## config.mk

```make
export PLATFORM = sky130hd
export DESIGN_NAME = bus_host_arbiter
export DESIGN_NICKNAME = d
export VERILOG_FILES = /design/src/rtl/bus_arb_pkg.sv /design/src/rtl/rr_arbiter.sv /design/src/rtl/bus_host_arbiter.sv
export SDC_FILE = /design/constraint.sdc
export NUM_CORES = 1
export LEC_CHECK = 0
export CAP_MARGIN = 20
export CORE_AREA = 2 2 122 124
export DETAILED_ROUTE_END_ITERATION = 10
export DIE_AREA = 0 0 124 126
export PLACE_DENSITY = 0.58
export RECOVER_POWER = 25
export SLEW_MARGIN = 20
export SYNTH_ARGS = -nofsm -noshare
export SYNTH_HDL_FRONTEND = slang
export SYNTH_SLANG_ARGS = --single-unit
export TNS_END_PERCENT = 10
```

## constraint.sdc

```tcl
create_clock -name clk_i -period 4.3 [get_ports clk_i]
set_clock_uncertainty 0.05 [all_clocks]
set_input_delay 0.86 -clock clk_i [delete_from_list [all_inputs] [get_ports clk_i]]
set_output_delay 0.86 -clock clk_i [all_outputs]
set_load 0.01 [all_outputs]
```

## src/rtl/bus_arb_pkg.sv

```systemverilog
// Shared definitions for the bus host arbiter.
//   arb_state_e  : arbiter FSM state (IDLE / BUSY)
//   TimeoutCntW  : width of the response timeout counter
package bus_arb_pkg;

   typedef enum logic {
      IDLE = 1'b0,
      BUSY = 1'b1
   } arb_state_e;

   localparam int unsigned TimeoutCntW = 8;

endpackage

```

## src/rtl/rr_arbiter.sv

```systemverilog
// Combinational round-robin picker.
//   req   : request vector, one bit per host
//   ptr   : host index where the upward (wrapping) search starts
//   gnt   : one-hot grant of the first requester found
//   idx   : binary index of that requester
//   valid : at least one request is pending
module rr_arbiter #(
   parameter int unsigned NrHosts = 2,
   localparam int unsigned IdxW = (NrHosts > 1) ? $clog2(NrHosts) : 1
) (
   input  logic [NrHosts-1:0] req,
   input  logic [IdxW-1:0]    ptr,
   output logic [NrHosts-1:0] gnt,
   output logic [IdxW-1:0]    idx,
   output logic               valid
);

   logic [IdxW-1:0] cand;

   always_comb begin
      gnt   = '0;
      idx   = '0;
      valid = 1'b0;
      cand  = '0;
      for (int unsigned i = 0; i < NrHosts; i++) begin
         cand = IdxW'((32'(ptr) + i) % NrHosts);
         if (!valid && req[cand]) begin
            valid     = 1'b1;
            idx       = cand;
            gnt[cand] = 1'b1;
         end
      end
   end

endmodule

```

## src/rtl/bus_host_arbiter.sv

```systemverilog
// Multi-host to single-device bus arbiter with one outstanding transaction.
//   clk_i, rst_i          : clock, asynchronous active-high reset
//   host_req_i/host_gnt_o : per-host request and same-cycle grant
//   host_addr_i/we/be/wdata : per-host request payload
//   host_rvalid_o/rdata/err : per-host response (only the owner's lane is driven)
//   dev_req_o ... dev_wdata_o : shared downstream request (zero unless granting)
//   dev_rvalid_i/rdata/err    : shared downstream response
// A transaction that sees no device response for TimeoutCycles BUSY cycles
// is closed with an error response to its owner.
module bus_host_arbiter
   import bus_arb_pkg::*;
#(
   parameter int unsigned NrHosts       = 2,
   parameter int unsigned DataWidth     = 32,
   parameter int unsigned AddressWidth  = 32,
   parameter int unsigned TimeoutCycles = 16
) (
   input  logic                                  clk_i,
   input  logic                                  rst_i,
   input  logic [NrHosts-1:0]                    host_req_i,
   output logic [NrHosts-1:0]                    host_gnt_o,
   input  logic [NrHosts-1:0][AddressWidth-1:0]  host_addr_i,
   input  logic [NrHosts-1:0]                    host_we_i,
   input  logic [NrHosts-1:0][DataWidth/8-1:0]   host_be_i,
   input  logic [NrHosts-1:0][DataWidth-1:0]     host_wdata_i,
   output logic [NrHosts-1:0]                    host_rvalid_o,
   output logic [NrHosts-1:0][DataWidth-1:0]     host_rdata_o,
   output logic [NrHosts-1:0]                    host_err_o,
   output logic                                  dev_req_o,
   output logic [AddressWidth-1:0]               dev_addr_o,
   output logic                                  dev_we_o,
   output logic [DataWidth/8-1:0]                dev_be_o,
   output logic [DataWidth-1:0]                  dev_wdata_o,
   input  logic                                  dev_rvalid_i,
   input  logic [DataWidth-1:0]                  dev_rdata_i,
   input  logic                                  dev_err_i
);

   localparam int unsigned IdxW = (NrHosts > 1) ? $clog2(NrHosts) : 1;

   arb_state_e             state;
   logic [IdxW-1:0]        owner;
   logic [IdxW-1:0]        rr_ptr;
   logic [TimeoutCntW-1:0] cnt;

   logic [NrHosts-1:0]     win_gnt;
   logic [IdxW-1:0]        win_idx;
   logic                   win_vld;
   logic                   grant;
   logic                   busy;
   logic                   timeout;

   function automatic logic [IdxW-1:0] next_ptr(input logic [IdxW-1:0] idx);
      if (idx == IdxW'(NrHosts - 1)) return '0;
      return idx + IdxW'(1);
   endfunction

   rr_arbiter #(.NrHosts(NrHosts)) u_rr (
      .req   (host_req_i),
      .ptr   (rr_ptr),
      .gnt   (win_gnt),
      .idx   (win_idx),
      .valid (win_vld)
   );

   // Outputs are gated with rst_i so they read zero while reset is held,
   // even though grant and response paths are combinational.
   assign grant   = !rst_i && (state == IDLE) && win_vld;
   assign busy    = !rst_i && (state == BUSY);
   // Counter is 0 in the first BUSY cycle, so the last allowed wait cycle
   // (TimeoutCycles after the grant) is the one where it holds TimeoutCycles-1.
   assign timeout = (cnt == TimeoutCntW'(TimeoutCycles - 1));

   always_comb begin
      host_gnt_o    = '0;
      dev_req_o     = 1'b0;
      dev_addr_o    = '0;
      dev_we_o      = 1'b0;
      dev_be_o      = '0;
      dev_wdata_o   = '0;
      host_rvalid_o = '0;
      host_rdata_o  = '0;
      host_err_o    = '0;
      if (grant) begin
         host_gnt_o  = win_gnt;
         dev_req_o   = 1'b1;
         dev_addr_o  = host_addr_i[win_idx];
         dev_we_o    = host_we_i[win_idx];
         dev_be_o    = host_be_i[win_idx];
         dev_wdata_o = host_wdata_i[win_idx];
      end
      if (busy) begin
         // A real device response wins over a coincident timeout.
         if (dev_rvalid_i) begin
            host_rvalid_o[owner] = 1'b1;
            host_rdata_o[owner]  = dev_rdata_i;
            host_err_o[owner]    = dev_err_i;
         end else if (timeout) begin
            host_rvalid_o[owner] = 1'b1;
            host_err_o[owner]    = 1'b1;
         end
      end
   end

   always_ff @(posedge clk_i or posedge rst_i) begin
      if (rst_i) begin
         state  <= IDLE;
         owner  <= '0;
         rr_ptr <= '0;
         cnt    <= '0;
      end else begin
         case (state)
            IDLE: begin
               if (win_vld) begin
                  state  <= BUSY;
                  owner  <= win_idx;
                  rr_ptr <= next_ptr(win_idx);
                  cnt    <= '0;
               end
            end
            BUSY: begin
               if (dev_rvalid_i || timeout) state <= IDLE;
               else                         cnt   <= cnt + TimeoutCntW'(1);
            end
            default: state <= IDLE;
         endcase
      end
   end

endmodule

```

==> impl_table.tex <==
\begin{tabular}{lr}
\hline
Metric & Value \\
\hline
\multicolumn{2}{l}{\textbf{Synth}} \\
\quad Combinational family with the most area after synthesis & compound AO/OA/AOI/OAI gates \\
\quad Portion of netlist area occupied by mux cells & 0.0107 \\
\quad Flop and latch count out of synthesis & 11 \\
\quad Fraction of the mapped netlist area in compound gates & 0.384 \\
\quad Post-Syn Instances & 237 \\
\quad Arithmetic-cell share of the synthesized area counting full adders, half adders and majority gates & 0.00670 \\
\quad Syn nets & 414 \\
\quad Most used flip-flop cell after synthesis & dfrtp\_1 \\
\quad XOR/XNOR share of the synthesized area & 0.00469 \\
\quad Count of flip-flops with a built-in enable after synthesis & 0 \\
\quad Count of cell types in the netlist & 41 \\
\quad Synth warnings & 0 \\
\quad Sequential share of the synthesized area & 0.147 \\
\quad Post-synthesis average cell area & 7.88 µm² \\
\quad Share of synthesized cell area in and, or, nand and nor gates & 0.344 \\
\quad Synthesized cell area & 1870 µm² \\
\quad Post-synthesis async set-or-reset flop share & 1.00 \\
\multicolumn{2}{l}{\textbf{Setup path}} \\
\quad Critical path start-end classification & primary input to output pin \\
\quad Number of gates on the worst path with buffers counted & 7 \\
\quad Worst flop-to-flop path endpoint & cnt[2] \\
\quad Cell-by-cell trace of the critical path & dlygate4sd3\_1 -> nor2b\_2 -> o21ai\_1 -> nor2\_4 -> buf\_12 -> a22o\_1 -> clkdlybuf4s50\_1 \\
\quad Critical Path AT & 3170 ps \\
\quad Peak fanout along the critical path & 70 \\
\quad CP max stage delay & 600 ps \\
\quad Startpoint of the most critical register-to-register path & cnt[0] \\
\quad Kind of end point of the critical path & output pin \\
\quad Path depth of the worst reg2reg path & 5 \\
\quad Kind of cell adding the most delay to the critical path & buffers and inverters \\
\quad End of the critical path & dev\_wdata\_o[19] \\
\quad Timing startpoint of the critical path & host\_req\_i[1] \\
\quad Max stage delay cell, worst path & clkdlybuf4s50\_1 \\
\quad Slack of the worst reg-to-reg path & 2620 ps \\
\quad Number of buffer and inverter instances along the worst setup path & 3 \\
\quad Startpoint type of the worst setup path & primary input \\
\quad Req. time, crit path & 3390 ps \\
\multicolumn{2}{l}{\textbf{Clock network}} \\
\quad Clock tree from TritonCTS & yes \\
\quad Deepest clock path buffer count & 2 \\
\quad CTS hold repair buffers & 0 \\
\quad Insertion delay to the later sink of the worst-skew pair & 240 ps \\
\quad Root buffer selected by CTS & clkbuf\_16 \\
\quad Clock slew at reported path FFs & 40 ps \\
\quad Num CTS Buffers & 3 \\
\quad H-Tree Depth & 1 \\
\quad Cts repair resizes & 0 \\
\quad Post-CTS Setup Inserts & 0 \\
\quad Total clock sinks & 11 \\
\multicolumn{2}{l}{\textbf{Run status}} \\
\quad Status & finished clean \\
\multicolumn{2}{l}{\textbf{STA}} \\
\quad Final slew viol count & 0 \\
\quad Shortest period the worst path allows & 4080 ps \\
\quad Total Neg Setup Slack & 0 ps \\
\quad Setup repair after global routing missed its margin & no \\
\quad Remaining max-slew budget at the tightest pin & 0.522 \\
\quad Number of failing hold endpoints at the final stage & 0 \\
\quad Transition time at the pin with the least slew margin & 712 ps \\
\quad Endpoints failing setup & 0 \\
\quad Final period util & 0.950 \\
\quad F\_max & 0.245 GHz \\
\multicolumn{2}{l}{\textbf{Worst hold path}} \\
\quad Worst min path class & flip-flop to flip-flop \\
\multicolumn{2}{l}{\textbf{Drt}} \\
\quad Post-route DRC & 0 \\
\quad DRT iter0 DRCs & 130 \\
\quad Drt wl/cell & 18.3 µm \\
\quad Count of nets left with antenna violations after detail routing & 0 \\
\quad Vias & 3205 \\
\quad Per-cell via count in the routed design & 4.46 \\
\quad Pre-Repair DR Iteration Count & 4 \\
\quad Overall routed net length & 13100 µm \\
\multicolumn{2}{l}{\textbf{Floorplanning}} \\
\quad Number of standard-cell rows in the floorplan & 44 \\
\quad Initial cell density of the core & 0.131 \\
\quad Standard cell core area & 14300 µm² \\
\quad Height of the die & 126 µm \\
\quad DIE WIDTH & 124 µm \\
\quad Total die area & 15600 µm² \\
\quad Boundary pin count & 316 \\
\multicolumn{2}{l}{\textbf{Place}} \\
\quad Number of buffers added on ports & 315 \\
\quad Cells after DPL & 713 \\
\quad Post-detailed-placement half-perimeter wirelength & 11100 µm \\
\quad DP Area & 5170 µm² \\
\quad Weighted congestion reported at the end of routability-driven placement & 0.835 \\
\multicolumn{2}{l}{\textbf{Global route}} \\
\quad Wire length of the first global-routing pass & 18400 µm \\
\quad Initial antenna violation count & 1 \\
\quad Grt total ovfl & 0 \\
\quad Vias in the first global route & 3267 \\
\quad Total routing resource utilization after global routing & 0.154 \\
\quad Largest net degree at the start of global routing & 71 \\
\multicolumn{2}{l}{\textbf{Finish}} \\
\quad Most common library cell in the layout ignoring fill and taps & clkdlybuf4s50\_1 \\
\quad Area Overhead vs Synth & 181\% \\
\quad Count of fill cells added during filler insertion & 1430 \\
\quad Cell area after layout & 5250 µm² \\
\quad Number of nets at the end of the flow & 711 \\
\quad Number of standard cells in the layout, taps in and fillers out & 718 \\
\quad Most frequent cells in the layout & clkdlybuf4s50\_1 (297), a22o\_1 (69), and3\_1 (66) \\
\quad Share of post-route cells with drive strength above 1 & 0.0375 \\
\multicolumn{2}{l}{\textbf{Flow run}} \\
\quad Number of max-cap violations & 0 \\
\multicolumn{2}{l}{\textbf{Power}} \\
\quad Pwr dens & 158 nW/µm² \\
\quad Leak & 0.00222 µW \\
\quad Worst-case vdd ir drop & 0.125 mV \\
\hline
\end{tabular}
flip-flops by register name, summed over array words and instances, names as in the netlist:
| signal | cells |
|---|---|
| rr_ptr | 1 |
| owner | 1 |
| cnt | 8 |
| state | 1 |
metrics by stage:
stage,setup WS (ps),utilization,power [µW],hold WS [ps]
floorplan,1640,-,326,396
global placement,226,0.361,662,420
detailed placement,240,0.361,668,430
CTS,241,0.367,844,436
global route,126,0.366,881,497
finish,215,0.366,828,429
logic make-up (layout without fill, tap and decap cells):
kind of cell,Yosys count,in the layout
other,0,1
xor gates and xnor gates,1,1
DFF,11,11
buffers and inverters,33,329
AOI/OAI and AO/OA,86,86
adders and majority gates,1,1
muxes,2,2
and+or+nand+nor,103,103
final cells by class:
cell class	instances	area (µm²)	share of cell area
clock buffers	4	78.8	0.0150
inverters	4	15.0	0.00286
well taps	184	230	0.0439
flip-flops and latches	11	275	0.0525
multi-input cells	193	1420	0.270
repair buffers	321	3230	0.615
diodes	1	2.50	0.000477
routing by layer:
layer / global-route usage / share of wire / vias to the layer above
met2: 0.293 / 0.51 / 193
met4: 0.0330 / 0.014 / 0
met3: 0.0539 / 0.12 / 14
met1: 0.159 / 0.35 / 1474
li1: - / - / 1524
met5: 0 / 0 / -
cells in the mapped netlist (2+ instances only):
| library cell | count | area share |
|---|---|---|
| mux2i_1 | 2 | 0.011 |
| nand3_1 | 3 | 0.0080 |
| and3_1 | 66 | 0.22 |
| nor2_2 | 2 | 0.0067 |
| nand2_1 | 7 | 0.014 |
| nand4_1 | 2 | 0.0067 |
| o21ai_0 | 7 | 0.019 |
| dfrtp_1 | 11 | 0.15 |
| nor2_1 | 6 | 0.012 |
| clkbuf_1 | 12 | 0.024 |
| buf_2 | 8 | 0.021 |
| a21oi_1 | 3 | 0.0080 |
| nor2b_1 | 4 | 0.013 |
| inv_1 | 3 | 0.0060 |
| buf_6 | 7 | 0.042 |
| a22o_1 | 69 | 0.32 |
where the power goes:
part / switching, µW / leakage [µW] / internal, µW
Sequential: 23.6 / 0.000143 / 120
Clock: 46.8 / 0.0000382 / 125
Combinational: 198 / 0.00204 / 315
worst register-to-register path: cells and delay by family, from the launching register on:
| family | cells | cell delay [ps] |
|---|---|---|
| AND/OR/NAND/NOR | 2 | 480 |
| flip-flops | 1 | 420 |
| AO/OA/AOI/OAI | 2 | 380 |
| adder cells (fa/ha/maj) | 1 | 250 |
how the worst min path moves through the flow:
stage / from / end / cells past startpoint
3_5_place_dp: cnt[7] / cnt[7] / 1
2_1_floorplan: cnt[7] / cnt[7] / 1
4_1_cts: cnt[7] / cnt[7] / 1
6_report: cnt[7] / cnt[7] / 1
3_3_place_gp: cnt[7] / cnt[7] / 1
5_1_grt: cnt[7] / cnt[7] / 1
Note: power is estimated with default switching activity, not from simulation.
